## config.mk

```make
export PLATFORM = sky130hd
export DESIGN_NAME = control_sequencer
export DESIGN_NICKNAME = d
export VERILOG_FILES = /design/src/rtl/control_sequencer.sv
export SDC_FILE = /design/constraint.sdc
export NUM_CORES = 1
export LEC_CHECK = 0
export CELL_PAD_IN_SITES_DETAIL_PLACEMENT = 0
export CELL_PAD_IN_SITES_GLOBAL_PLACEMENT = 1
export CORE_MARGIN = 5
export CORE_UTILIZATION = 40
export DETAILED_ROUTE_END_ITERATION = 16
export PLACE_DENSITY_LB_ADDON = 0.1
export SLEW_MARGIN = 20
export SYNTH_ARGS = -nofsm -noshare
export SYNTH_HDL_FRONTEND = slang
export SYNTH_SLANG_ARGS = --single-unit
```

## constraint.sdc

```tcl
create_clock -name clk -period 4.54 [get_ports clk]
set_input_delay 0.681 -clock clk [delete_from_list [all_inputs] [get_ports clk]]
set_output_delay 0.681 -clock clk [all_outputs]
set_load 0.005 [all_outputs]
```

## src/rtl/control_sequencer.sv

```systemverilog
// Microstate sequencer: FETCH -> DECODE -> EXECUTE -> FETCH, with MOC stalls, a MOC watchdog and Moore strobes.
// Status pulses and the retired-instruction counter are registered and line up with the return to FETCH0.
module control_sequencer #(
  parameter int MOC_TIMEOUT = 16,
  parameter int COUNT_W     = 32
) (
  input  logic               clk,
  input  logic               rst_n,
  input  logic [6:0]         state_sel,
  input  logic               moc,
  input  logic               cond,
  output logic [6:0]         state,
  output logic               mem_req,
  output logic               mem_we,
  output logic               ir_ld,
  output logic               pc_inc,
  output logic               instr_done,
  output logic               illegal,
  output logic               bus_err,
  output logic [COUNT_W-1:0] instr_count
);

  localparam int WD_W = (MOC_TIMEOUT > 2) ? $clog2(MOC_TIMEOUT) : 1;
  localparam logic [WD_W-1:0] WD_LAST = WD_W'(MOC_TIMEOUT - 1);

  typedef enum logic [6:0] {
    S_IDLE   = 7'd0,
    S_FETCH0 = 7'd1,
    S_FETCH1 = 7'd2,
    S_FETCH2 = 7'd3,
    S_DECODE = 7'd4,
    S_ADDU   = 7'd5,
    S_SB0    = 7'd6,
    S_SB1    = 7'd7,
    S_SB2    = 7'd8,
    S_BEQ0   = 7'd10,
    S_BEQ1   = 7'd11
  } state_e;

  state_e             state_q, state_d;
  logic [WD_W-1:0]    wd_q, wd_d;
  logic [COUNT_W-1:0] count_q;
  logic               done_q, illegal_q, bus_err_q;
  logic               retire_d, illegal_d, bus_err_d;

  always_ff @(posedge clk or negedge rst_n) begin
    if (!rst_n) begin
      state_q   <= S_IDLE;
      wd_q      <= '0;
      count_q   <= '0;
      done_q    <= 1'b0;
      illegal_q <= 1'b0;
      bus_err_q <= 1'b0;
    end else begin
      state_q   <= state_d;
      wd_q      <= wd_d;
      count_q   <= count_q + {{(COUNT_W-1){1'b0}}, retire_d};
      done_q    <= retire_d;
      illegal_q <= illegal_d;
      bus_err_q <= bus_err_d;
    end
  end

  always_comb begin
    state_d   = state_q;
    wd_d      = wd_q;
    retire_d  = 1'b0;
    illegal_d = 1'b0;
    bus_err_d = 1'b0;
    case (state_q)
      S_IDLE:   state_d = S_FETCH0;
      S_FETCH0: begin
        state_d = S_FETCH1;
        wd_d    = '0;
      end
      S_FETCH1: begin
        // moc has priority over a watchdog expiry in the same cycle
        if (moc) begin
          state_d = S_FETCH2;
        end else if (wd_q == WD_LAST) begin
          state_d   = S_FETCH0;
          bus_err_d = 1'b1;
        end else begin
          wd_d = wd_q + 1'b1;
        end
      end
      S_FETCH2: state_d = S_DECODE;
      S_DECODE: begin
        if (state_sel == S_ADDU || state_sel == S_SB0 || state_sel == S_BEQ0) begin
          state_d = state_e'(state_sel);
        end else begin
          state_d   = S_FETCH0;
          illegal_d = 1'b1;
        end
      end
      S_ADDU: begin
        state_d  = S_FETCH0;
        retire_d = 1'b1;
      end
      S_SB0:    state_d = S_SB1;
      S_SB1: begin
        state_d = S_SB2;
        wd_d    = '0;
      end
      S_SB2: begin
        if (moc) begin
          state_d  = S_FETCH0;
          retire_d = 1'b1;
        end else if (wd_q == WD_LAST) begin
          state_d   = S_FETCH0;
          bus_err_d = 1'b1;
        end else begin
          wd_d = wd_q + 1'b1;
        end
      end
      S_BEQ0: begin
        if (cond) begin
          state_d = S_BEQ1;
        end else begin
          state_d  = S_FETCH0;
          retire_d = 1'b1;
        end
      end
      S_BEQ1: begin
        state_d  = S_FETCH0;
        retire_d = 1'b1;
      end
      default: begin
        state_d   = S_FETCH0;
        illegal_d = 1'b1;
      end
    endcase
  end

  assign state       = state_q;
  assign mem_req     = (state_q == S_FETCH1) || (state_q == S_SB2);
  assign mem_we      = (state_q == S_SB2);
  assign ir_ld       = (state_q == S_FETCH2);
  assign pc_inc      = (state_q == S_FETCH1) && moc;
  assign instr_done  = done_q;
  assign illegal     = illegal_q;
  assign bus_err     = bus_err_q;
  assign instr_count = count_q;

endmodule

```

# Word-level counts from Yosys, hierarchy flattened
# Index checks and enable logic that the tools add are counted.
[word_totals]
reg_bits = 46
inputBits = 11
output_inout_bits = 46
word_cells = 52
[classes]
add_sub_neg = 2
n_eq_ne = 16
mux = 17
n_reduce_logical = 11
[op_table]
columns = ["op", "n"]
rows = [
  ["$pmux W7 S8", 1],
  ["$eq A7 B3 Y1 const B", 6],
  ["$add A32 B1 Y32", 1],
  ["$eq A7 B4 Y1 const B", 4],
  ["$mux W7", 4],
  ["$eq A7 B2 Y1 const B", 2],
  ["$mux W4", 3],
  ["$reduce_or A10 Y1", 1],
  ["$pmux W4 S2", 1],
  ["$eq A7 B1 Y1 const B", 1],
  ["$logic_not A7 Y1", 1],
  ["$mux W1", 6],
  ["$reduce_or A2 Y1", 3],
  ["$add A4 B1 Y4 const B", 1],
  ["$eq A4 B4 Y1 const B", 1],
  ["$ne A2 B2 Y1 const B", 2],
  ["$logic_or A1 B1 Y1", 3],
  ["$pmux W1 S3", 1],
  ["$reduce_and A3 Y1", 1],
  ["$pmux W1 S2", 1],
  ["$reduce_bool A2 Y1", 1],
  ["$logic_and A1 B1 Y1", 1],
]

# Longest topological paths before layout
[depth]
depth_word = 5
depth_mapped = 11
mapped_depth_nobuf = 9

# Worst setup path after synthesis
# No wires, ideal clock.
[synth_path]
kind = "register -> register"
start = "register state_q[1] (netlist: state[1])"
end = "register count_q[24] (netlist: instr_count[24])"
setup_ns = 0.123
t_arrival_ns = 2.571
required_ns = 4.417
path_slack_ns = 1.846
stages_incl_launch_ff = 11
n_path_buf = 2
period_less_slack_ns = 2.694
cell_sequence = "dfrtp_1 clkbuf_1 clkbuf_1 o2111ai_1 a21oi_1 ha_1 ha_1 inv_1 nor4_1 nand4_1 xnor2_1"
[synth_via]
elab_chain_cells = 4
elab_cells_between_ends = 7
classes_between = "add/sub: 1; eq/ne: 4; mux: 1; reduce/logical: 1"
[synth_rtl]
columns = ["item", "line", "rtl"]
rows = [
  ["start, declared", "40", "state_e state_q, state_d;"],
  ["start signal, assigned", "55", "state_q <= state_d;"],
  ["$eq A7 B4 Y1 or $eq A7 B3 Y1 (tied branches)", "70", "case (state_q)"],
  ["$reduce_or A2 Y1 (no source line)", "-", ""],
  ["$pmux W1 S3 (*)", "70", ""],
  ["named net retire_d", "44", "logic retire_d, illegal_d, bus_err_d;"],
  ["$add A32 B1 Y32 (*)", "57", "count_q <= count_q + {{(COUNT_W-1){1'b0}}, retire_d};"],
  ["end signal, assigned", "57", ""],
  ["end, declared", "42", "logic [COUNT_W-1:0] count_q;"],
]
# The timed path passes the listed nets; every way through them passes the cells marked *.
# A chain may end at the register's enable or synchronous reset.

# Final worst setup path
[layout_path]
start = "input moc"
end = "register count_q[26] (netlist: instr_count[26])"
[layout_via]
elab_chain_cells = 3
[layout_rtl]
columns = ["item", "line", "rtl"]
rows = [
  ["start, declared", "10", "input logic moc,"],
  ["$mux W1", "106", "if (moc) begin"],
  ["$pmux W1 S3", "70", ""],
  ["named net retire_d", "44", ""],
  ["$add A32 B1 Y32", "57", ""],
]
# The timed path passes the listed nets, and every way through them passes these cells.

==> flow_summary.toml <==
[run_status]
status = "finished clean"

[placed_design]
dp_cells = 337
gp_congestion = 0.718
port_buffers = 56
detailedPlacementHpwl_um = 3540

[cells_and_area]
final_cells = 345
layout.nets = 286
nFillCells = 541
layout-drive-gt1-share_pct = 4.03
diodes = 0
fin_util_pct = 54.0
multiInputGateArea_mm2 = 0.00104
final_common_cell = "clkdlybuf4s50_1"
area_growth_pct = 31.8
final_cell_mix = "clkdlybuf4s50_1 (55), dfrtp_1 (46), xnor2_1 (27), nand3_1 (19), nand2_1 (14)"
regArea_mm2 = 0.00115

[clock_network]
cts_made_buffers = 5
cts.sinks = 46
cts_hold_buffers = 0
cts_max_level = 2
cts.path.max_buffers = 2
root_buffer = "clkbuf_8"
clk_pin_slew_ps = 90
clock_latency_ps = 300
cts_tree = "yes"
post_cts.repair.setup_buffers = 0
ctsResizeCount = 0

[timing]
period_needed_ps = 3210
worst_pin_slew_ps = 863
setup-tns-final_ps = 0
fmax_ghz = 0.311
rsz0062_at_grt = "no"
finalClockSkew_ps = 4.63
finalHoldViolCount = 0
finalCritPeriodShare_pct = 70.8
final-max-slew-violation-count = 0
setup_violations = 0
slew-limit-headroom_pct = 42.0

[critical_path]
cpMostUsedCell = "ha_1"
cp_cell_sequence = "clkdlybuf4s50_1 -> nor2b_1 -> o2111ai_1 -> a21oi_1 -> ha_1 -> ha_1 -> nand3_1 -> nor4_1 -> nand4_1 -> xnor2_1"
path_class = "in -> reg"
required_ps = 4730
crit_start = "moc"
slowest_delay_ps = 670
rr_startpoint = "state[3]$_DFF_PN0_"
arrival_ps = 3400
worst-path-max-fanout = 6
start_kind = "input pin"
cp-end-kind = "register"
crit_slowest_cell = "nor4_1"

[grt]
grt_pass1_vias = 1678
grt_first_pass_wirelength_um = 8080
grt_remaining_overflow = 0
grt_start_max_net_pins = 47
antenna_found_initial = 0
track_usage_pct = 13.9

[synthesis]
yosys_warnings = 0
netlist_area_mm2 = 0.00224
avgSynthCellArea_um2 = 10.4
synth_area_leaders = "dfrtp_1 (51%), xnor2_1 (11%), nand3_1 (4.2%)"
post-synth-top-area-cell = "dfrtp_1"
synth_top_area_share_pct = 51.4
seq_area_frac_synth_pct = 51.4
synth_cell_types = 40
synthCells = 215
ys_ff_latch = 46

[power]
peakVddDrop_v = 0.000191
leakagePower_nw = 1.21
power.density_mw_per_mm2 = 267

[job]
maxCapViolCount = 0

[die]
dieHeight_um = 84.9
dieArea_mm2 = 0.00720
fp.dieW_um = 84.9
num_io_pins = 57
initial_core_util_pct = 40.9
rows = 27
core_area_mm2 = 0.00547

[routing]
post_drt_wl_per_cell_um = 14.2
routed_wl_um = 4900
final_antenna_net_count = 0
num_vias = 1756
drt-initial-drc-count = 34
drc_errors = 0
vias_per_cell = 5.09
first_pass_iters = 4

[worst_hold_path]
hold_class = "in -> async"
-- synthesized netlist by cell type --
master and count:
dfrtp_1 46, xnor2_1 27, nand3_1 19, nand2_1 14, nand4_1 12, nor2_1 8
xor2_1 8, clkbuf_1 7, nor3_1 7, and2_1 5, and3_1 5, and4_1 5
inv_1 5, nor2b_1 5, o21ai_0 5, a21oi_1 3, ha_1 3, nor3b_1 3
nor4_1 3, a22oi_1 2, nand2b_1 2, nand3b_1 2, or3_1 2, a2111oi_0 1
a21boi_1 1, a21o_1 1, a221o_1 1, a31o_2 1, a32oi_1 1, buf_2 1
clkbuf_2 1, conb_1 1, nor4_2 1, nor4b_1 1, o2111a_1 1, o2111ai_1 1
o211ai_1 1, o21bai_1 1, o31ai_1 1, or4b_1 1
-- where the power goes --
group	internal [mW]	leakage (nW)	switching, mW
Combinational	0.0488	0.549	0.0363
Sequential	0.422	0.621	0.0303
Clock	0.109	0.0452	0.142
Total	0.580	1.21	0.208
-- per-layer routing --
metal  up-vias  share of wire [%]  global-route usage (%)
met1       833                 51                    18.9
met2        41                 42                    20.5
met3         4                6.4                    4.76
met5         -                  0                       0
met4         0               0.78                    5.18
li1        878                  -                       -
-- state kept, by name, summed over array words and instances (netlist names) --
register     cells
instr_count     32
illegal          1
bus_err          1
wd_q             4
state            7
instr_done       1
-- worst max-delay path: cells and delay by family --
family / cells / cell delay, ps
buffers and inverters: 1 / 550
AO/OA/AOI/OAI: 2 / 340
adder cells (fa/ha/maj): 2 / 520
AND/OR/NAND/NOR: 4 / 1150
XOR/XNOR: 1 / 170
-- layout make-up --
| class | count | area share (%) |
|---|---|---|
| clock buffer | 6 | 2.46 |
| clock inverter | 2 | 0.466 |
| inverter | 5 | 0.635 |
| multi-input combinational | 157 | 35.3 |
| sequential | 46 | 39.0 |
| tap | 72 | 3.05 |
| timing repair buffer | 57 | 19.1 |
-- metrics by stage --
stage | hold WS, ps | setup WS (ps) | total power [mW] | instance area, um^2
6_report | 385 | 1330 | 0.788 | 2950
2_1_floorplan | 385 | 1850 | 0.495 | 2250
3_5_place_dp | 482 | 990 | 0.546 | 2870
5_1_grt | 429 | 1040 | 0.826 | 2950
3_3_place_gp | 461 | 1060 | 0.547 | 2870
4_1_cts | 495 | 1300 | 0.802 | 2950
-- worst paths after layout --
check	endpoint	cells past startpoint	slack (ps)
setup / recovery	instr_count[26]$_DFF_PN0_	10	1330
max in group asynchronous	state[0]$_DFF_PN0_	1	3760
setup reg to reg	instr_count[26]$_DFF_PN0_	9	1560
min in group clk	instr_count[31]$_DFF_PN0_	1	480
hold reg to reg	instr_count[31]$_DFF_PN0_	1	480
hold / removal	wd_q[0]$_DFFE_PN0P_	1	390
-- cell families (layout without fill, tap and decap cells) --
| group | Yosys count | count (layout) | synth area share [%] |
|---|---|---|---|
| adder cells (fa/ha/maj) | 3 | 3 | 1.68 |
| flip-flops | 46 | 46 | 51.4 |
| AO/OA/AOI/OAI | 21 | 21 | 6.64 |
| buffers and inverters | 14 | 70 | 2.46 |
| AND/OR/NAND/NOR | 95 | 95 | 24.0 |
| other | 1 | 3 | 0.167 |
| XOR/XNOR | 35 | 35 | 13.7 |
Power figures use the tool's default switching activity.
